**config.mk**
```make
export PLATFORM = sky130hd
export DESIGN_NAME = uart_rx
export DESIGN_NICKNAME = d
export VERILOG_FILES = /design/src/rtl/uart_pkg.sv /design/src/rtl/bit_sync.sv /design/src/rtl/uart_rx.sv
export SDC_FILE = /design/constraint.sdc
export NUM_CORES = 1
export LEC_CHECK = 0
export ABC_CLOCK_PERIOD_IN_PS = 4850
export CORE_ASPECT_RATIO = 1.5
export CORE_UTILIZATION = 45
export DETAILED_ROUTE_END_ITERATION = 8
export PLACE_DENSITY_LB_ADDON = 0.2
export SYNTH_ARGS = -nofsm -noshare
export SYNTH_HDL_FRONTEND = slang
export SYNTH_SLANG_ARGS = --single-unit
```
**constraint.sdc**
```tcl
create_clock -name clk -period 4.85 [get_ports clk]
set_clock_uncertainty 0.2 [all_clocks]
set_input_delay 1.455 -clock clk [delete_from_list [all_inputs] [get_ports clk]]
set_output_delay 1.455 -clock clk [all_outputs]
set_load 0.01 [all_outputs]
```
**src/rtl/uart_pkg.sv**
```systemverilog
// Shared UART definitions: receiver/transmitter state encoding and default bit timing.
// Meant to be reused by a future uart_tx.
package uart_pkg;

  localparam int unsigned CLKS_PER_BIT_DEFAULT = 32'd520;

  typedef enum logic [2:0] {
    IDLE  = 3'd0,
    START = 3'd1,
    DATA  = 3'd2,
    STOP  = 3'd3,
    BREAK = 3'd4
  } uart_state_e;

endpackage

```
**src/rtl/bit_sync.sv**
```systemverilog
// Two-flop synchronizer for a single asynchronous bit.
// Both flops reset to RESET_VAL so that an idle line does not look like an edge.
module bit_sync #(
  parameter logic RESET_VAL = 1'b1
) (
  input  logic clk,
  input  logic reset,
  input  logic d,
  output logic q
);

  logic meta_q;
  logic sync_q;

  // Synchronizer chain.
  always_ff @(posedge clk or negedge reset) begin
    if (!reset) begin
      meta_q <= RESET_VAL;
      sync_q <= RESET_VAL;
    end else begin
      meta_q <= d;
      sync_q <= meta_q;
    end
  end

  assign q = sync_q;

endmodule

```
**src/rtl/uart_rx.sv**
```systemverilog
// 8N1 UART receiver with a one-byte valid/ready output holding register.
// Bad stop bits pulse frame_err and park the receiver until the line returns high.
module uart_rx
  import uart_pkg::*;
#(
  parameter int unsigned CLKS_PER_BIT = CLKS_PER_BIT_DEFAULT
) (
  input  logic       clk,
  input  logic       reset,
  input  logic       rxd,
  output logic [7:0] data,
  output logic       valid,
  input  logic       ready,
  output logic       frame_err,
  output logic       overrun
);

  localparam logic [15:0] HALF_TICK = 16'(CLKS_PER_BIT / 32'd2);
  localparam logic [15:0] LAST_TICK = 16'(CLKS_PER_BIT - 32'd1);

  logic        rxd_s;
  logic        frame_done_s;
  logic        handshake_s;

  uart_state_e state_q, state_d;
  logic [15:0] timer_q, timer_d;
  logic [2:0]  bit_idx_q, bit_idx_d;
  logic [7:0]  shift_q, shift_d;
  logic [7:0]  data_q, data_d;
  logic        valid_q, valid_d;
  logic        frame_err_q, frame_err_d;
  logic        overrun_q, overrun_d;

  bit_sync #(
    .RESET_VAL (1'b1)
  ) u_rxd_sync (
    .clk   (clk),
    .reset (reset),
    .d     (rxd),
    .q     (rxd_s)
  );

  // Next-state, bit timing and output holding-register logic.
  always_comb begin
    state_d      = state_q;
    timer_d      = timer_q;
    bit_idx_d    = bit_idx_q;
    shift_d      = shift_q;
    data_d       = data_q;
    valid_d      = valid_q;
    overrun_d    = overrun_q;
    frame_err_d  = 1'b0;
    frame_done_s = 1'b0;
    handshake_s  = valid_q & ready;

    case (state_q)
      IDLE: begin
        timer_d = 16'd0;
        if (!rxd_s) begin
          state_d = START;
        end else begin
          state_d = IDLE;
        end
      end
      START: begin
        if (timer_q == HALF_TICK) begin
          timer_d   = 16'd0;
          bit_idx_d = 3'd0;
          if (!rxd_s) begin
            state_d = DATA;
          end else begin
            state_d = IDLE;
          end
        end else begin
          timer_d = timer_q + 16'd1;
        end
      end
      DATA: begin
        if (timer_q == LAST_TICK) begin
          timer_d            = 16'd0;
          shift_d[bit_idx_q] = rxd_s;
          if (bit_idx_q == 3'd7) begin
            bit_idx_d = 3'd0;
            state_d   = STOP;
          end else begin
            bit_idx_d = bit_idx_q + 3'd1;
          end
        end else begin
          timer_d = timer_q + 16'd1;
        end
      end
      STOP: begin
        if (timer_q == LAST_TICK) begin
          timer_d = 16'd0;
          if (rxd_s) begin
            frame_done_s = 1'b1;
            state_d      = IDLE;
          end else begin
            frame_err_d = 1'b1;
            state_d     = BREAK;
          end
        end else begin
          timer_d = timer_q + 16'd1;
        end
      end
      BREAK: begin
        timer_d = 16'd0;
        if (rxd_s) begin
          state_d = IDLE;
        end else begin
          state_d = BREAK;
        end
      end
      default: begin
        timer_d   = 16'd0;
        bit_idx_d = 3'd0;
        state_d   = IDLE;
      end
    endcase

    // A finished byte wins over the consumer's clear when both land in one cycle.
    if (frame_done_s && (!valid_q || ready)) begin
      data_d    = shift_q;
      valid_d   = 1'b1;
      overrun_d = handshake_s ? 1'b0 : overrun_q;
    end else if (frame_done_s) begin
      overrun_d = 1'b1;
    end else if (handshake_s) begin
      valid_d   = 1'b0;
      overrun_d = 1'b0;
    end else begin
      valid_d = valid_q;
    end
  end

  // State and datapath registers.
  always_ff @(posedge clk or negedge reset) begin
    if (!reset) begin
      state_q     <= IDLE;
      timer_q     <= 16'd0;
      bit_idx_q   <= 3'd0;
      shift_q     <= 8'h00;
      data_q      <= 8'h00;
      valid_q     <= 1'b0;
      frame_err_q <= 1'b0;
      overrun_q   <= 1'b0;
    end else begin
      state_q     <= state_d;
      timer_q     <= timer_d;
      bit_idx_q   <= bit_idx_d;
      shift_q     <= shift_d;
      data_q      <= data_d;
      valid_q     <= valid_d;
      frame_err_q <= frame_err_d;
      overrun_q   <= overrun_d;
    end
  end

  assign data      = data_q;
  assign valid     = valid_q;
  assign frame_err = frame_err_q;
  assign overrun   = overrun_q;

endmodule

```
After elaboration in Yosys (flattened, before gate mapping)
Cells that the tools add are included.

Bitwise gates (word level): 2. Add/sub/neg operators: 2. Order comparisons: 2. Eq/ne operators: 12. Mux-type cells: 30. Reductions and logical operators: 12.

Operator list (number): $mux W16 (2); $pmux W16 S2 (1); $mux W3 (8); $add A16 B1 Y16 const B (1); $eq A16 B10 Y1 const B (1); $eq A16 B9 Y1 const B (1); $pmux W3 S5 (1); $mux W1 (14); $pmux W3 S3 (1); $bwmux W8 (1); $ne A2 B2 Y1 const B (4); $eq A3 B2 Y1 const B (2); $eq A3 B3 Y1 const B (2); $lt A3 B4 Y1 const B (1); $reduce_and A2 Y1 (2); $reduce_and A4 Y1 (1); $add A3 B1 Y3 const B (1); $demux W1 S3 (1); $eq A3 B1 Y1 const B (1); $ge A3 B1 Y1 const B (1); $logic_not A3 Y1 (1); $reduce_and A3 Y1 (1); $reduce_or A3 Y1 (1); $logic_and A1 B1 Y1 (2); 8 further kinds (8).

Bits of input ports: 4. Register bits after elaboration: 43. Output and inout bits: 11. Logic and storage cells: 70.

Depth between registers and ports, before layout
Depth in word-level cells: 6. Gate-level depth with buffers: 7. Depth with buffers taken out: 6.

Modules after synthesis
From an unflattened synthesis, not the netlist that was laid out.

Cell total of the unflattened synthesis: 182. Area, all modules: 2067.0 sq um.

By module, submodules not included: uart_rx (sequential area each 1026.0 sq um, cells an instance 180, instances 1, area an instance 2014.4 sq um); bit_sync (sequential area each 52.6 sq um, cells an instance 2, instances 1, area an instance 52.6 sq um).

Worst setup path after synthesis
No wires, ideal clock.

Kind: input to register. Start point: input port ready. End point: register data_q[0] (netlist: data[0]). Required time: 4.525 ns. Buffers on the path: 0. Stages: 3. Library setup time: 0.125 ns. Path slack: 2.389 ns. Arrival: 2.136 ns. Cells stage by stage: nand2b_1 > nand4_2 > mux2_2.

Word-level cells in the longest chain between the ends: 2.

RTL lines: start: declaration (RTL line uart_rx.sv:13) `input logic ready,`; $logic_or A1 B1 Y1 (RTL line uart_rx.sv:122) `if (frame_done_s && (!valid_q || ready)) begin`; $logic_and A1 B1 Y1 (RTL line uart_rx.sv:122); end signal: assignment (RTL line uart_rx.sv:152) `data_q <= data_d;`; end: declaration (RTL line uart_rx.sv:29) `logic [7:0] data_q, data_d;`.

No other way between the ends. A chain may end at the register's enable or synchronous reset.

Worst setup path after layout
Start point: register valid_q (netlist: valid). End point: output port valid.

RTL lines: start: declaration (RTL line uart_rx.sv:30) `logic valid_q, valid_d;`; start signal: assignment (RTL line uart_rx.sv:153) `valid_q <= valid_d;`; end: declaration (RTL line uart_rx.sv:12) `output logic valid,`.

No word-level cell between the ends.

==> results.py <==
metrics = {
    "pwr": {
        "comb_power_share_pct": 1.5,
        "switching_share_pct": 22.9,
        "power.internal_mw": 0.465,
        "p_seq_share_pct": 59.9,
        "p_clk_share_pct": 38.6,
        "powerDensity_nw_per_um2": 263,
        "p_leak_nw": 1.01,
        "power.switching_mw": 0.138,
        "p_total_mw": 0.603,
        "peakVddDrop_mv": 0.194,
    },
    "detailed_routing": {
        "wl_per_cell_um": 14.3,
        "via_per_inst": 5.67,
        "vias": 1396,
        "drtIter0Drc": 41,
        "drc": 2,
        "wirelength_um": 3520,
        "drt.antenna.violating_nets": 0,
        "dr.pass1.iters": 6,
    },
    "cts": {
        "ctsResizeCount": 0,
        "cts_tree": "done",
        "cts_hold_buffers": 0,
        "cts_setup_buffers": 0,
        "path_clk_slew_ps": 80,
        "insertion_delay_ps": 300,
        "cts_buffer_depth": 2,
        "cts_root_buffer": "clkbuf_8",
        "cts_buffers": 5,
        "clkSinkCount": 43,
        "htreeDepth": 2,
    },
    "cells_and_area": {
        "n_antenna_cell": 0,
        "drive_gt1_share_pct": 13.5,
        "final_nets": 207,
        "syn_to_final_growth_pct": 12.5,
    },
    "synthesis": {
        "seq_area_frac_synth_pct": 52.8,
        "synth_commonest_cells": "dfrtp_1 (41), nor2_1 (24), mux2_2 (12)",
        "ys_types": 39,
        "synth_nets": 191,
        "syn_inst": 183,
        "yosysMostFrequentCell": "dfrtp_1",
        "netlist_area_um2": 2040,
        "synth.largest_area_cell": "dfrtp_1",
        "dominantRegCellSynth": "dfrtp_1",
        "synth_area_per_cell_um2": 11.2,
        "yosys_warnings": 0,
        "synth_top_area_share_pct": 50.2,
        "synth_seq_cells": 43,
        "synth_edf_count": 0,
        "async_flop_share_pct": 100,
        "synth.top_cells.by_area": "dfrtp_1 (50%), mux2_2 (6.6%), nor2_1 (4.4%)",
    },
    "die": {
        "die_y_um": 84.5,
        "die-area_um2": 4820,
        "pin_count": 15,
        "start_util_pct": 47.7,
        "core_area_um2": 4280,
        "rows": 29,
        "die_w_um": 57,
    },
    "worst_setup_path": {
        "worstPathArrival_ps": 1220,
        "slowest_delay_ps": 550,
        "crit_chain": "clkdlybuf4s50_1",
        "reg2reg_depth": 4,
        "reg2reg_slack_ps": 2030,
        "cp-end-kind": "output port",
        "cp.buffers_inverters": 1,
        "worst_path_max_delay_cell": "clkdlybuf4s50_1",
        "r2r_end": "state_q[0]",
        "crit_family": "buffers and inverters",
        "worstPathMaxFanout": 3,
        "critical_path_class": "reg2out",
        "worstSetupStartpointType": "register",
        "r2r-start": "timer_q[6]",
        "required_ps": 3190,
    },
    "worst_hold_path": {
        "min_path_cells": 0,
        "worstHoldEndpoint": "u_rxd_sync.q",
        "hold_path_class": "reg2reg",
        "hp-start": "u_rxd_sync.meta_q",
    },
    "sta": {
        "min_period_ps": 2880,
        "setup_tns_ps": 0,
        "finalSetupViolCount": 0,
        "finalMaxSlewViolations": 0,
        "tightest_slew_ps": 917,
        "timing.fmax_mhz": 348,
        "max_slew_margin_pct": 38.8,
        "rsz0062_at_grt": "no",
        "fin_crit_sh_pct": 59.3,
        "hold_viol_final": 0,
    },
    "placed_design": {
        "gp_congestion": 0.835,
        "placement.io_buffers": 14,
        "dp.final_hpwl_um": 2480,
    },
    "global_route": {
        "grt_overflow": 0,
        "grt_max_degree": 44,
        "grt_pass1_vias": 1412,
        "antenna_found_initial": 0,
        "grt_pass1_wl_um": 6260,
        "track_usage_pct": 16.6,
    },
    "flow_run": {
        "drv_cap": 0,
    },
    "run_status": {
        "status": "complete, but fails checks",
        "violations": "design-rule violations",
    },
}
cells in the final DEF, fill, tap and decap left out, types with 2 or more instances in the layout:
cell             netlist  final
xor2_1                 4      4
nor2_1                24     24
and4_1                 2      2
nand4_1                7      7
o21a_1                 2      2
nor3_1                 2      2
nor2b_1                3      3
and2_1                 2      2
or3_1                  2      2
nor4_1                 5      5
inv_1                  6      6
a21oi_1                4      4
o21ai_0                3      3
clkbuf_8               0      5
xnor2_1                9      9
mux2_2                12     12
nand3_1               10     10
clkdlybuf4s50_1        0     13
a22o_1                 3      3
clkinvlp_4             0      2
nand2b_1               2      2
dfrtp_1               41     41
ha_1                   4      4
mux2_1                 4      4
or4_1                  2      2
nand4b_1               3      3
nand2_1                9      9
nand3b_1               2      2
dfstp_2                2      2
worst max path at each step:
stage	slack [ps]	cells after the start	to	from
floorplan	2390	3	data[0]	ready
global placement	1810	4	data[7]	ready
detailed placement	1760	4	data[7]	ready
CTS	1960	1	valid	valid
global route	1820	4	state_q[0]	timer_q[6]
finish	1970	1	valid	valid
layer usage:
| metal | part of all wire (%) | vias up | wire (um) | global-route usage [%] |
|---|---|---|---|---|
| met2 | 53 | 29 | 1880 | 28.2 |
| met3 | 2.9 | 9 | 102 | 3.70 |
| met1 | 42 | 675 | 1470 | 19.4 |
| li1 | - | 683 | - | - |
| met5 | 0 | - | 0 | 0 |
| met4 | 2.2 | 0 | 76 | 8.43 |
sequential cells by signal, summed over array words and instances (netlist names):
register / cells
frame_err: 1
data: 8
shift_q: 8
valid: 1
state_q: 3
u_rxd_sync.q: 1
u_rxd_sync.meta_q: 1
overrun: 1
bit_idx_q: 3
timer_q: 16
kinds of logic (layout without fill, tap and decap cells):
family / after synthesis / in the layout / share of synthesized area (%)
AO/OA/AOI/OAI: 15 / 15 / 5.27
XOR/XNOR: 13 / 13 / 5.58
adder cells (fa/ha/maj): 4 / 4 / 2.45
buffers and inverters: 11 / 28 / 2.57
flip-flops: 43 / 43 / 52.8
multiplexers: 16 / 16 / 8.82
AND/OR/NAND/NOR: 81 / 81 / 22.5
power by group through the flow:
stage / sequential [mW] / combinational (mW) / clock [mW]
final: 0.361 / 0.00912 / 0.233
after global routing: 0.362 / 0.0111 / 0.251
after CTS: 0.361 / 0.00987 / 0.242
after detailed placement: 0.368 / 0.00981 / 0
after global placement: 0.368 / 0.00956 / 0
after floorplan: 0.367 / 0.00148 / 0
stage by stage:
step	utilization (%)	worst slack, ps	instances	cell area [um^2]	hold slack [ps]
global route	53.7	1820	246	2300	165
detailed placement	51.5	1760	238	2200	147
finish	53.7	1970	246	2300	157
global placement	51.5	1810	238	2200	146
floorplan	-	2390	183	2040	145
CTS	53.7	1960	246	2300	159
final cells by class:
type	instances	area, um^2
clock inverters	3	23.8
inverters	6	22.5
well taps	46	57.6
multi-input cells	129	911
flip-flops and latches	43	1080
repair buffers	14	135
clock buffers	5	68.8
fillers	376	1980
Note: power is estimated with default switching activity, not from simulation.
